==> src/rtl/cnn_pixel_stream_feeder_if.sv <==
// ============================================================================
//  Module   : cnn_pixel_stream_feeder_if
//  Purpose  : AXI4-Stream word channel feeding the CNN pixel stream feeder.
//  Revision : 1.0  initial release
// ============================================================================
`timescale 1ns/1ps
`default_nettype none

interface cnn_pixel_stream_feeder_if;
  logic [31:0] tdata;
  logic        tvalid;
  logic        tready;
  logic        tlast;

  modport master (output tdata, output tvalid, output tlast, input tready);
  modport slave  (input tdata, input tvalid, input tlast, output tready);
endinterface

`default_nettype wire

==> src/rtl/cnn_pixel_stream_feeder.sv <==
// ============================================================================
//  Module   : cnn_pixel_stream_feeder
//  Purpose  : Unpacks 32-bit AXI-Stream words into a fixed-length byte pixel
//             stream for the CNN core, padding short and trimming long frames.
//  Revision : 1.0  initial release
// ============================================================================
`timescale 1ns/1ps
`default_nettype none

module cnn_pixel_stream_feeder #(
  parameter int IMG_W = 32,
  parameter int IMG_H = 32
) (
  input  logic                          clk,
  input  logic                          rst_n,
  input  logic                          enable,
  input  logic                          soft_clear,
  input  logic                          error_clear,
  cnn_pixel_stream_feeder_if.slave      s_axis,
  input  logic                          cnn_busy,
  output logic                          cnn_start,
  output logic                          frame_start,
  output logic                          pixel_valid,
  output logic [7:0]                    pixel_data,
  output logic                          frame_complete,
  output logic [31:0]                   frame_count,
  output logic [1:0]                    err_flags
);

  localparam int FRAME_PIXELS = IMG_W * IMG_H;
  localparam int WORDS        = FRAME_PIXELS / 4;
  localparam int PIX_W        = $clog2(FRAME_PIXELS + 1);
  localparam int WORD_W       = $clog2(WORDS + 1);

  localparam logic [PIX_W-1:0]  LAST_PIX  = PIX_W'(FRAME_PIXELS - 1);
  localparam logic [WORD_W-1:0] LAST_WORD = WORD_W'(WORDS);

  localparam logic [2:0] S_IDLE  = 3'd0;
  localparam logic [2:0] S_START = 3'd1;
  localparam logic [2:0] S_LOAD  = 3'd2;
  localparam logic [2:0] S_EMIT  = 3'd3;
  localparam logic [2:0] S_PAD   = 3'd4;
  localparam logic [2:0] S_DONE  = 3'd5;
  localparam logic [2:0] S_FLUSH = 3'd6;

  logic [2:0]        state_q, state_d;
  logic [PIX_W-1:0]  pix_cnt_q, pix_cnt_d;
  logic [WORD_W-1:0] word_cnt_q, word_cnt_d;
  logic [31:0]       data_q, data_d;
  logic              last_q, last_d;
  logic [1:0]        byte_idx_q, byte_idx_d;
  logic              flush_q, flush_d;
  logic [1:0]        err_q, err_d;
  logic [31:0]       frame_count_q, frame_count_d;

  logic [1:0]        err_set;
  logic              tready;

  always_comb begin
    state_d       = state_q;
    pix_cnt_d     = pix_cnt_q;
    word_cnt_d    = word_cnt_q;
    data_d        = data_q;
    last_d        = last_q;
    byte_idx_d    = byte_idx_q;
    flush_d       = flush_q;
    frame_count_d = frame_count_q;
    err_set       = 2'b00;
    tready        = 1'b0;

    case (state_q)
      S_IDLE: begin
        if (enable && !cnn_busy && s_axis.tvalid) state_d = S_START;
      end
      S_START: begin
        pix_cnt_d  = '0;
        word_cnt_d = '0;
        flush_d    = 1'b0;
        state_d    = S_LOAD;
      end
      S_LOAD: begin
        tready = 1'b1;
        if (s_axis.tvalid) begin
          data_d     = s_axis.tdata;
          last_d     = s_axis.tlast;
          byte_idx_d = 2'd0;
          word_cnt_d = word_cnt_q + 1'b1;
          state_d    = S_EMIT;
        end
      end
      S_EMIT: begin
        pix_cnt_d = pix_cnt_q + 1'b1;
        if (byte_idx_q != 2'd3) begin
          byte_idx_d = byte_idx_q + 2'd1;
        end else if (word_cnt_q == LAST_WORD) begin
          state_d = S_DONE;
          if (!last_q) begin
            err_set[1] = 1'b1;
            flush_d    = 1'b1;
          end
        end else if (last_q) begin
          err_set[0] = 1'b1;
          state_d    = S_PAD;
        end else begin
          // Accepting the next word on the last byte keeps the output gapless.
          tready = 1'b1;
          if (s_axis.tvalid) begin
            data_d     = s_axis.tdata;
            last_d     = s_axis.tlast;
            byte_idx_d = 2'd0;
            word_cnt_d = word_cnt_q + 1'b1;
          end else begin
            state_d = S_LOAD;
          end
        end
      end
      S_PAD: begin
        pix_cnt_d = pix_cnt_q + 1'b1;
        if (pix_cnt_q == LAST_PIX) state_d = S_DONE;
      end
      S_DONE: begin
        frame_count_d = frame_count_q + 32'd1;
        flush_d       = 1'b0;
        state_d       = flush_q ? S_FLUSH : S_IDLE;
      end
      S_FLUSH: begin
        tready = 1'b1;
        if (s_axis.tvalid && s_axis.tlast) state_d = S_IDLE;
      end
      default: state_d = S_IDLE;
    endcase

    // A newly detected error beats a simultaneous clear.
    err_d = (error_clear ? 2'b00 : err_q) | err_set;

    if (soft_clear) begin
      state_d       = S_IDLE;
      pix_cnt_d     = '0;
      word_cnt_d    = '0;
      data_d        = '0;
      last_d        = 1'b0;
      byte_idx_d    = 2'd0;
      flush_d       = 1'b0;
      err_d         = 2'b00;
      frame_count_d = '0;
    end
  end

  always_ff @(posedge clk or negedge rst_n) begin
    if (!rst_n) begin
      state_q       <= S_IDLE;
      pix_cnt_q     <= '0;
      word_cnt_q    <= '0;
      data_q        <= '0;
      last_q        <= 1'b0;
      byte_idx_q    <= 2'd0;
      flush_q       <= 1'b0;
      err_q         <= 2'b00;
      frame_count_q <= '0;
    end else begin
      state_q       <= state_d;
      pix_cnt_q     <= pix_cnt_d;
      word_cnt_q    <= word_cnt_d;
      data_q        <= data_d;
      last_q        <= last_d;
      byte_idx_q    <= byte_idx_d;
      flush_q       <= flush_d;
      err_q         <= err_d;
      frame_count_q <= frame_count_d;
    end
  end

  always_comb begin
    pixel_data = 8'd0;
    if (state_q == S_EMIT) begin
      case (byte_idx_q)
        2'd0:    pixel_data = data_q[7:0];
        2'd1:    pixel_data = data_q[15:8];
        2'd2:    pixel_data = data_q[23:16];
        default: pixel_data = data_q[31:24];
      endcase
    end
  end

  assign s_axis.tready  = tready;
  assign cnn_start      = (state_q == S_START);
  assign frame_start    = (state_q == S_START);
  assign pixel_valid    = (state_q == S_EMIT) || (state_q == S_PAD);
  assign frame_complete = (state_q == S_DONE);
  assign frame_count    = frame_count_q;
  assign err_flags      = err_q;

endmodule

`default_nettype wire

==> src/flat_wrapper.sv <==
// flat-port wrapper written by rule: the top's interface ports become plain ports
module cnn_pixel_stream_feeder_flat 
#(
  parameter int IMG_W = 32,
  parameter int IMG_H = 32
)
  (clk, rst_n, enable, soft_clear, error_clear, cnn_busy, cnn_start, frame_start, pixel_valid, pixel_data, frame_complete, frame_count, err_flags, s_axis_tdata, s_axis_tvalid, s_axis_tlast, s_axis_tready);
  cnn_pixel_stream_feeder_if s_axis_i ();
  input  logic clk;
  input  logic rst_n;
  input  logic enable;
  input  logic soft_clear;
  input  logic error_clear;
  input  logic cnn_busy;
  output logic cnn_start;
  output logic frame_start;
  output logic pixel_valid;
  output logic [7:0] pixel_data;
  output logic frame_complete;
  output logic [31:0] frame_count;
  output logic [1:0] err_flags;
  input wire logic [$bits(s_axis_i.tdata)-1:0] s_axis_tdata;
  input wire logic [$bits(s_axis_i.tvalid)-1:0] s_axis_tvalid;
  input wire logic [$bits(s_axis_i.tlast)-1:0] s_axis_tlast;
  output wire logic [$bits(s_axis_i.tready)-1:0] s_axis_tready;
  assign s_axis_i.tdata = s_axis_tdata;
  assign s_axis_i.tvalid = s_axis_tvalid;
  assign s_axis_i.tlast = s_axis_tlast;
  assign s_axis_tready = s_axis_i.tready;
  cnn_pixel_stream_feeder #(.IMG_W(IMG_W), .IMG_H(IMG_H)) u_core (.clk(clk), .rst_n(rst_n), .enable(enable), .soft_clear(soft_clear), .error_clear(error_clear), .s_axis(s_axis_i), .cnn_busy(cnn_busy), .cnn_start(cnn_start), .frame_start(frame_start), .pixel_valid(pixel_valid), .pixel_data(pixel_data), .frame_complete(frame_complete), .frame_count(frame_count), .err_flags(err_flags));
endmodule
==> config.mk <==
export PLATFORM = sky130hd
export DESIGN_NAME = cnn_pixel_stream_feeder_flat
export DESIGN_NICKNAME = d
export VERILOG_FILES = /design/src/rtl/cnn_pixel_stream_feeder_if.sv /design/src/rtl/cnn_pixel_stream_feeder.sv /design/src/flat_wrapper.sv
export SDC_FILE = /design/constraint.sdc
export NUM_CORES = 1
export LEC_CHECK = 0
export ABC_CLOCK_PERIOD_IN_PS = 2120
export BUFFER_PORTS_ARGS = -buffer_cell sky130_fd_sc_hd__buf_2
export CORE_MARGIN = 8
export CORE_UTILIZATION = 35
export DETAILED_ROUTE_END_ITERATION = 7
export MAX_ROUTING_LAYER = met4
export PLACE_DENSITY = 0.57
export SLEW_MARGIN = 20
export SYNTH_ARGS = -nofsm -noshare
export SYNTH_HDL_FRONTEND = slang
export SYNTH_SLANG_ARGS = --single-unit
==> constraint.sdc <==
create_clock -name clk -period 2.12 [get_ports clk]
set_clock_uncertainty 0.15 [all_clocks]
set_input_delay 0 -clock clk [delete_from_list [all_inputs] [get_ports clk]]
set_output_delay 0 -clock clk [all_outputs]
set_load 0.02 [all_outputs]
==> out/metrics.cfg, run 1 <==
[floorplan]
num_rows=44
die_area_um2=19100
dieWidth_um=138
core_area_um2=14600
ios=87
dieHeight_um=138
start_util_pct=35.9

[layout]
drive_gt1_share_pct=33.5
instances_no_fill=947
fin_nets=806
area_delta_synth_final_pct=40.2
design_area_um2=7330

[power_and_ir_drop]
power_density_nw_per_um2=690
finalPower_uw=5060
power.share.clock_pct=33.3
peakVddDrop_uv=468
p_leak_uw=0.00335
combPwrFrac_pct=27.1
power.share.sequential_pct=39.6
p_sw_share_pct=31.7
p_int_uw=3460
switching_power_uw=1600

[synthesis]
yosysMostFrequentCell=dfrtp_1
synth_top_area_share_pct=44.5
synth_common_cells=dfrtp_1 (93), nand2_1 (59), inv_1 (47)
synth_top_cell_by_area=dfrtp_1
synthTopCellsByArea=dfrtp_1 (44%), o32ai_1 (5.4%), nand2_1 (4.2%), a21oi_1 (3.8%), inv_1 (3.4%)
synth-edff-count=0
ys_warn_count=0
synth.avg_cell_area_um2=9.02
synth.distinct_cells=58
syn_nets=629
synth_area_um2=5230
ys_seq_area_share_pct=44.5
ys_ff_latch=93
netlist_instances=580
async_flop_share_pct=100
synthFlopType=dfrtp_1

[critical_path]
rr_worst_depth=5
required_ns=1.97
crit_path_frequent_cell=nor2_1
end_kind=output pin
arrival_ns=2.10
cp_slowest_stage_delay_ns=0.47
start_kind=register
path_max_fanout=8
critical_path_depth=8
crit_slowest_cell=a222oi_1
crit_buf_inv=3
path_cells=buf_4, inv_1, ha_4, a222oi_1, nor2_1, a21oi_1, nor2_1, buf_2
criticalPathCategory=reg -> out
cp_top_family=compound AO/OA/AOI/OAI gates

[clocking]
clockRootBuffer=clkbuf_16
clock_sinks=93
cts_tree=done
max-clock-path-buffers=2
htreeDepth=3
clk_latency_ns=0.36
clkTransAtPathRegs_ns=0.07
cts_buffers=9

[timing]
slew-limit-headroom_pct=61.9
rsz0062_at_grt=yes
tightest_slew_ns=0.571
fin_ws_ns=-0.127
period_share_pct=106
slew_viol_final=0
max_freq_ghz=0.445
setup_viol=9
finalHoldViolCount=0
period_needed_ns=2.25
setup_tns_ns=-0.480

[drt]
drc=0
drt_first_iter_violations=393
vias=5231
routed_wl_um=15700
wl_per_cell_um=16.6
ant_nets=0
routed_via_density=5.52
drt_pass1_iterations=7

[status]
violations=negative setup slack
status=complete, but fails checks

[placement]
dp_hpwl_um=10200
place_congestion=0.833
placed_cells=874
dp_worst_setup_slack_ns=-0.195
placed_area_um2=6300
port_buffers=86

[worst_hold_path]
hold_path_depth=4
hold_path.class=in -> reg

[global_routing]
gr-total-overflow=0
track_usage_pct=16.2
grt_first_pass_wirelength_um=25400
antenna_found_initial=1
grt_pass1_vias=5059
grt_max_degree=94

[flow_run]
maxCapViolations=0

## power groups by stage
stage | logic, uW | registers (uW) | clock network [uW]
2_1_floorplan | 732 | 2000 | 0
3_3_place_gp | 1130 | 2030 | 0
3_5_place_dp | 1160 | 2030 | 0
4_1_cts | 1250 | 2000 | 1710
5_1_grt | 1500 | 2020 | 1790
6_report | 1370 | 2000 | 1680
## path summary, 6_finish.rpt
| path | from | to | slack [ns] |
|---|---|---|---|
| max | u_core.byte_idx_q[0]$_DFFE_PN0P_ | pixel_data[2] | -0.13 |
| min | s_axis_tvalid | u_core.last_q$_DFFE_PN0P_ | 0.03 |
| max reg2reg | u_core.frame_count[14]$_DFFE_PN0P_ | u_core.frame_count[22]$_DFFE_PN0P_ | -0.02 |
| min reg2reg | u_core.pix_cnt_q[8]$_DFFE_PN0P_ | u_core.pix_cnt_q[8]$_DFFE_PN0P_ | 0.36 |
| max in group asynchronous | rst_n | u_core.frame_count[2]$_DFFE_PN0P_ | 1.34 |
| min in group asynchronous | rst_n | u_core.frame_count[30]$_DFFE_PN0P_ | 0.09 |
## cell type report
| class | count | area [um2] |
|---|---|---|
| clock buffer | 10 | 229 |
| sequential | 93 | 2340 |
| antenna | 1 | 2.50 |
| timing repair buffer | 207 | 1480 |
| tap | 184 | 230 |
| inverter | 47 | 176 |
| fill | 1326 | 7250 |
| multi-input combinational | 399 | 2800 |
| clock inverter | 6 | 70.1 |
## stage by stage
stage,utilization [%],hold WS [ns]
after floorplan,-,-0.446
after global placement,43.1,-0.0575
after detailed placement,43.2,-0.0588
after CTS,48.6,0.0129
after global routing,50.3,0.0853
final,50.3,0.0337
## metal layers
layer	wire length (um)	vias to the layer above	global-route usage (%)
met5	0	-	-
met4	210	0	4.52
met3	789	19	3.80
met2	7370	166	24.4
met1	7320	2571	21.3
li1	-	2475	-
## registers in the layout, summed over array words and instances, names as in the netlist
name / count
u_core.data_q: 32
u_core.frame_count: 32
u_core.pix_cnt_q: 11
u_core.word_cnt_q: 9
u_core.state_q: 3
u_core.byte_idx_q: 2
u_core.err_flags: 2
u_core.flush_q: 1
u_core.last_q: 1
## tightest hold or removal path: cells and delay by family
family          cells  cell delay, ns
buf+inv             2            0.31
compound gates      1            0.08
simple gates        1            0.09
## cell families (layout without fill, tap and decap cells)
group / Yosys count / count (layout) / share of synthesized area (%)
adder cells (fa/ha/maj): 9 / 9 / 2.15
buffers and inverters: 90 / 270 / 6.84
AO/OA/AOI/OAI: 138 / 138 / 18.8
multiplexers: 13 / 13 / 2.65
AND/OR/NAND/NOR: 226 / 228 / 23.2
other: 0 / 1 / 0
flip-flops: 93 / 93 / 44.5
XOR/XNOR: 11 / 11 / 1.84
## layout by cell type (no fill, tap or decap), types with 6 or more instances in the layout
cell,instances
xor2_1,6
a222oi_1,8
mux2i_1,6
a21oi_1,34
nand4_1,15
buf_4,80
clkbuf_16,9
o21ai_0,14
nand3_1,19
o31ai_1,12
and3_1,8
nor2_1,43
or4_4,10
dfrtp_1,79
inv_1,46
dfrtp_2,14
nand2_1,59
buf_2,86
or3_1,8
a21oi_2,6
dlygate4sd3_1,36
nor2b_1,12
o32ai_1,32
or4_1,8
mux2_2,7
## timing repair
item,CTS,global route
cloned,2,0
buffers inserted,7,11
setup endpoints to repair,57,44
resized for setup,15,28
hold endpoints to repair,132,0
hold buffers,36,0
pin swaps,7,13
Power figures use the tool's default switching activity.
==> run 2: changes to the inputs <==
- CORE_MARGIN: 8 -> unset
- SLEW_MARGIN: 20 -> unset
==> run 2 against run 1 <==
Net effect: the run still ends with negative setup slack left; worst setup slack better by 0.0050 ns; total power is 1.2% higher; sequential cell count stayed put; design area is 2.4% higher; global-route usage is 4.2 points higher; clock-buffer cell count stayed put; critical path depth stayed put; largest power group unchanged.
==> out/metrics.cfg, run 2 (same netlist as run 1, synthesis figures left out) <==
[timing]
setup_tns_ns=-0.426  ; +0.0543 ns
fin_ws_ns=-0.122  ; +0.00499 ns
rsz0062_at_grt=yes
slew_viol_final=0  ; unchanged
hold_slack_ns=0.0204  ; -0.0133 ns
period_needed_ns=2.24  ; -0.00499 ns
tightest_slew_ns=0.699  ; +0.128 ns
period_share_pct=106  ; -0.24 points
setup_viol=6  ; -3
max_freq_ghz=0.446  ; +0.22%
finalHoldViolCount=0  ; unchanged
slew-limit-headroom_pct=53.1  ; -8.8 points

[critical_path]
cp_slowest_stage_delay_ns=0.46  ; about the same
path_cells=buf_4, inv_1, ha_4, a222oi_1, nor2_1, a21oi_2, nor2_1, buf_2
ff2ff_setup_slack_ns=0.03  ; +0.05 ns
startpoint=u_core.byte_idx_q[0]$_DFFE_PN0P_
crit_path_frequent_cell=nor2_1
crit_buf_inv=3  ; unchanged
reg2reg_from=u_core.word_cnt_q[4]$_DFFE_PN0P_
cp_top_family=compound AO/OA/AOI/OAI gates
crit_slowest_cell=a222oi_1
r2r_end=u_core.word_cnt_q[0]$_DFFE_PN0P_
arrival_ns=2.09  ; about the same
required_ns=1.97  ; about the same
critical_path_depth=8  ; unchanged
criticalPathCategory=reg -> out
rr_worst_depth=6  ; +1
start_kind=register
path_max_fanout=8  ; unchanged
end_kind=output pin
cp-endpoint=pixel_data[4]

[floorplan]
dieHeight_um=124  ; -10%
start_util_pct=36.0  ; +0.14 points
die_area_um2=15400  ; -19%
ios=87  ; unchanged
dieWidth_um=124  ; -10%
core_area_um2=14500  ; -0.38%
num_rows=44  ; unchanged

[layout]
area_delta_synth_final_pct=43.5
final_common_cell=buf_2
drive_gt1_share_pct=34.0  ; +0.56 points
final_cell_mix=buf_2 (85), buf_4 (81), dfrtp_1 (79)
instances_no_fill=957  ; +1.1%
antennaDiodeCount=0  ; -1
fin_nets=817  ; +1.4%
nFillCells=1359  ; +2.5%

[drt]
routed_via_density=5.54  ; +0.20%
wl_per_cell_um=16.2  ; -2.3%
vias=5297  ; +1.3%
drc=0  ; unchanged
drt_pass1_iterations=6  ; -1
drt_first_iter_violations=353  ; -10%
routed_wl_um=15500  ; -1.2%
ant_nets=0  ; unchanged

[clocking]
clock_sinks=93  ; unchanged
htreeDepth=3  ; unchanged
cts_tree=done
clkTransAtPathRegs_ns=0.07  ; about the same
clk_latency_ns=0.36  ; about the same
max-clock-path-buffers=2  ; unchanged
clockRootBuffer=clkbuf_16
cts_buffers=9  ; unchanged

[power_and_ir_drop]
power_density_nw_per_um2=682  ; -1.1%
power.share.clock_pct=33.0  ; -0.3 points
power.share.sequential_pct=39.5  ; about the same
p_leak_uw=0.00344  ; +2.5%
peakVddDrop_uv=505  ; +7.8%
p_sw_share_pct=31.6  ; -0.11 points
p_int_uw=3500  ; +1.4%
switching_power_uw=1620  ; +0.89%
combPwrFrac_pct=27.6  ; +0.5 points
finalPower_uw=5120  ; +1.2%

[placement]
placed_cells=877  ; +0.34%
place_congestion=0.826  ; -0.77%
dp_hpwl_um=9800  ; -3.7%
port_buffers=86  ; unchanged

[global_routing]
gr-total-overflow=0  ; unchanged
grt_max_degree=47  ; -50%
antenna_found_initial=0  ; -1
grt_first_pass_wirelength_um=25200  ; -0.98%
track_usage_pct=20.4  ; +4.2 points
grt_pass1_vias=5048  ; -0.22%

[flow_run]
maxCapViolations=0  ; unchanged

[worst_hold_path]
hold_path.class=in -> async

[status]
status=complete, but fails checks
violations=negative setup slack

-- run 2: cell types whose count changed in the layout (fill, tap and decap cells not counted), moves of 3 or more --
cell,before,now
or4_1,8,14
buf_6,1,8
a21oi_1,34,37
or4_4,10,4
a21oi_2,6,2
-- run 2: final cells by class --
| class | count | area (um2) | share of cell area [%] |
|---|---|---|---|
| Sequential cell | 93 | 2340 | 31.2 |
| Clock inverter | 6 | 68.8 | 0.917 |
| Tap cell | 184 | 230 | 3.07 |
| Timing Repair Buffer | 216 | 1590 | 21.2 |
| Multi-Input combinational cell | 401 | 2860 | 38.0 |
| Inverter | 47 | 176 | 2.35 |
| Clock buffer | 10 | 239 | 3.18 |
-- run 2: power by group through the flow --
stage	Combinational, uW	Clock [uW]	Sequential, uW
global placement	1100	0	2040
floorplan	732	0	2000
CTS	1300	1740	2010
finish	1410	1690	2020
global route	1530	1810	2040
detailed placement	1120	0	2040
-- run 2: repair_timing --
item	CTS	global route
gates resized for setup	20	39
pin swaps	12	19
endpoints found under the setup margin	68	78
hold buffers	38	0
cloned	1	5
setup buffers	7	13
hold endpoints to repair	129	0
-- run 2: worst min path at each step --
| stage | slack (ns) | start | endpoint | depth (start not counted) |
|---|---|---|---|---|
| 2_1_floorplan | -0.45 | rst_n | u_core.byte_idx_q[0]$_DFFE_PN0P_ | 0 |
| 6_report | 0.02 | rst_n | u_core.frame_count[29]$_DFFE_PN0P_ | 3 |
| 5_1_grt | 0.04 | rst_n | u_core.frame_count[29]$_DFFE_PN0P_ | 3 |
| 3_3_place_gp | -0.18 | rst_n | u_core.frame_count[29]$_DFFE_PN0P_ | 1 |
| 4_1_cts | 0.02 | enable | u_core.state_q[0]$_DFFE_PN0P_ | 5 |
| 3_5_place_dp | -0.17 | rst_n | u_core.frame_count[29]$_DFFE_PN0P_ | 1 |
-- run 2: worst register-to-register path: stages, from the launching register on --
cell and delay (ns):
dfrtp_1 0.41, buf_6 0.13, or4b_4 0.55, o211ai_4 0.22
buf_12 0.16, a21oi_4 0.08, mux2_4 0.29
-- run 2: stage by stage --
step                      setup slack (ns)  utilization, %  cell area, um2
after detailed placement            -0.457            43.5            6320
after CTS                           -0.105            49.5            7200
final                               -0.122            51.7            7510
after floorplan                    0.00443               -            5280
after global routing                -0.208            51.7            7510
after global placement              -0.341            43.5            6320
-- run 2: per-layer routing --
metal  up-vias  wire length [um]  part of all wire [%]  GRT usage, %
met5         -                 0                     0             -
met4         0               344                   2.2          6.31
met3        33               820                   5.3          4.30
met2       176              7660                    49          32.7
met1      2587              6670                    43          25.9
li1       2501                 -                     -             -
==> run 3: changes to the inputs <==
- ABC_CLOCK_PERIOD_IN_PS: 2120 -> 2500
- PLACE_DENSITY: 0.57 -> 0.55
- clock period: 2.12 -> 2.5 ns (I/O delays scaled with it)
==> run 3 against run 2 <==
Net effect: total power decreased by 22%; utilization decreased by 6.4 points; register-to-register slack improved by 0.11 ns; largest cell class unchanged; highest routed layer unchanged; critical path depth decreased by 2; critical endpoint is now u_core.word_cnt_q[0]$_DFFE_PN0P_; clock power decreased by 21%; worst setup slack improved by 0.26 ns; the flow now finishes without violations; via count decreased by 7.9%.
==> out/metrics.cfg, run 3 (same netlist as run 1, synthesis figures left out) <==
[global_routing]
met3_usage_pct=3.99  ; -0.30 points
gr-total-overflow=0  ; unchanged
grt_use_met2_pct=31.4  ; -1.3 points
grt_pass1_vias=4882  ; -3.3%
track_usage_pct=19.5  ; -0.99 points
met1_usage_pct=24.4  ; -1.5 points
antenna_found_initial=1  ; +1
grt_max_degree=48  ; +2.1%
grt_busiest_layer=met2
grt_first_pass_wirelength_um=23800  ; -5.4%

[timing]
tightest_slew_ns=0.637  ; -0.0621 ns
slew-limit-headroom_pct=57.5  ; +4.4 points
hold_slack_ns=0.0249  ; +0.00453 ns
setup_viol=0  ; -6
max_freq_ghz=0.423
period_needed_ns=2.36
finalHoldViolCount=0  ; unchanged
period_share_pct=94.5
slew_viol_final=0  ; unchanged
rsz0062_at_grt=no
setup_tns_ns=0  ; +0.426 ns

[drt]
drt_first_iter_violations=312  ; -12%
drc=0  ; unchanged
vias=4881  ; -7.9%
ant_nets=0  ; unchanged
wl_per_cell_um=16.1  ; -0.52%
drt_pass1_iterations=5  ; -1
routed_via_density=5.52  ; -0.24%
routed_wl_um=14200  ; -8.1%

[power_and_ir_drop]
switching_power_uw=1250  ; -23%
p_leak_uw=0.00301  ; -12%
p_int_uw=2730  ; -22%
combPwrFrac_pct=23.5  ; -4.1 points
power.share.clock_pct=33.4  ; +0.4 points
power_density_nw_per_um2=605  ; -11%
peakVddDrop_uv=422  ; -16%
power.share.sequential_pct=43.0  ; +3.5 points
p_sw_share_pct=31.4  ; -0.19 points

[clocking]
htreeDepth=3  ; unchanged
clock_sinks=93  ; unchanged
clkTransAtPathRegs_ns=0.07  ; about the same
clk_latency_ns=0.35  ; about the same
cts_tree=done
max-clock-path-buffers=2  ; unchanged
cts_buffers=9  ; unchanged
post_cts_buffers=0  ; -7
clockRootBuffer=clkbuf_16

[floorplan]
start_util_pct=36.0  ; unchanged
dieWidth_um=124  ; unchanged
ios=87  ; unchanged
dieHeight_um=124  ; unchanged
die_area_um2=15400  ; unchanged
core_area_um2=14500  ; unchanged
num_rows=44  ; unchanged

[flow_run]
maxCapViolations=0  ; unchanged

[critical_path]
start_kind=register
arrival_ns=2.45  ; +0.36 ns
end_kind=register
path_max_fanout=6  ; -2
criticalPathCategory=reg -> reg
required_ns=2.59  ; +0.62 ns

[placement]
place_congestion=0.819  ; -0.85%
dp_hpwl_um=9620  ; -1.8%
placed_area_um2=5920  ; -6.3%
port_buffers=86  ; unchanged

[layout]
design_area_um2=6580  ; -12%
final_cell_mix=dfrtp_1 (93), buf_2 (85), nand2_1 (59)
drive_gt1_share_pct=20.9  ; -13 points
area_delta_synth_final_pct=25.8
final_common_cell=dfrtp_1
fin_nets=743  ; -9.1%

[status]
status=completed

[worst_hold_path]
hold_path.class=in -> reg

[run 3: cell types whose count changed in the layout (fill, tap and decap cells not counted), sizes merged, moves of 2 or more]
cell,change
buf,-70
clkbuf,+2
inv,-2
or4,-2
[run 3: area by class of cell]
class	instances	area (um2)
Tap cell	184	230
Antenna cell	1	2.50
Clock buffer	12	256
Inverter	47	176
Clock inverter	4	22.5
Sequential cell	93	2330
Multi-Input combinational cell	397	2580
Timing Repair Buffer	146	988
Fill cell	1405	7950
[run 3: final timing paths]
check                                                  from                           endpoint  slack (ns)  cells past startpoint
max                        u_core.word_cnt_q[0]$_DFFE_PN0P_   u_core.word_cnt_q[0]$_DFFE_PN0P_        0.14                      6
min reg2reg                 u_core.pix_cnt_q[8]$_DFFE_PN0P_    u_core.pix_cnt_q[8]$_DFFE_PN0P_        0.34                      1
min in group asynchronous                             rst_n      u_core.err_flags[1]$_DFF_PN0_        0.06                      2
min                                           s_axis_tvalid      u_core.state_q[1]$_DFFE_PN0P_        0.02                      3
max in group asynchronous                             rst_n  u_core.frame_count[3]$_DFFE_PN0P_        1.44                      3
max reg2reg                u_core.word_cnt_q[0]$_DFFE_PN0P_   u_core.word_cnt_q[0]$_DFFE_PN0P_        0.14                      6
[run 3: metal layers]
layer  vias to the layer above  routed length (um)
met2                       121                6980
met3                        15                 566
met1                      2402                6530
li1                       2343                   -
met5                         -                   0
met4                         0                 165
[run 3: timing repair]
action	CTS	global route
endpoints found under the setup margin	0	9
gates resized for setup	0	2
hold endpoints to repair	82	0
hold buffers	37	0
[run 3: power groups by stage]
stage | clock [uW] | combinational [uW] | sequential, uW
global route | 1420 | 1030 | 1730
CTS | 1370 | 935 | 1710
global placement | 0 | 869 | 1730
finish | 1330 | 937 | 1710
floorplan | 0 | 601 | 1700
detailed placement | 0 | 880 | 1740
[run 3: worst max-delay path, stage by stage (launching register included)]
cell      delay [ns]
dfrtp_1         0.41
inv_1           0.09
ha_1            0.16
or4b_2          0.62
o211ai_2        0.30
a21oi_1         0.20
mux2_2          0.32
[run 3: through the flow]
stage	total power, uW	std cells	setup WS, ns	util [%]
3_5_place_dp	2620	830	0.0701	40.7
2_1_floorplan	2300	580	0.0598	-
6_report	3980	884	0.137	45.3
3_3_place_gp	2600	830	0.181	40.7
4_1_cts	4020	883	0.0522	45.2
5_1_grt	4180	884	0.0153	45.3
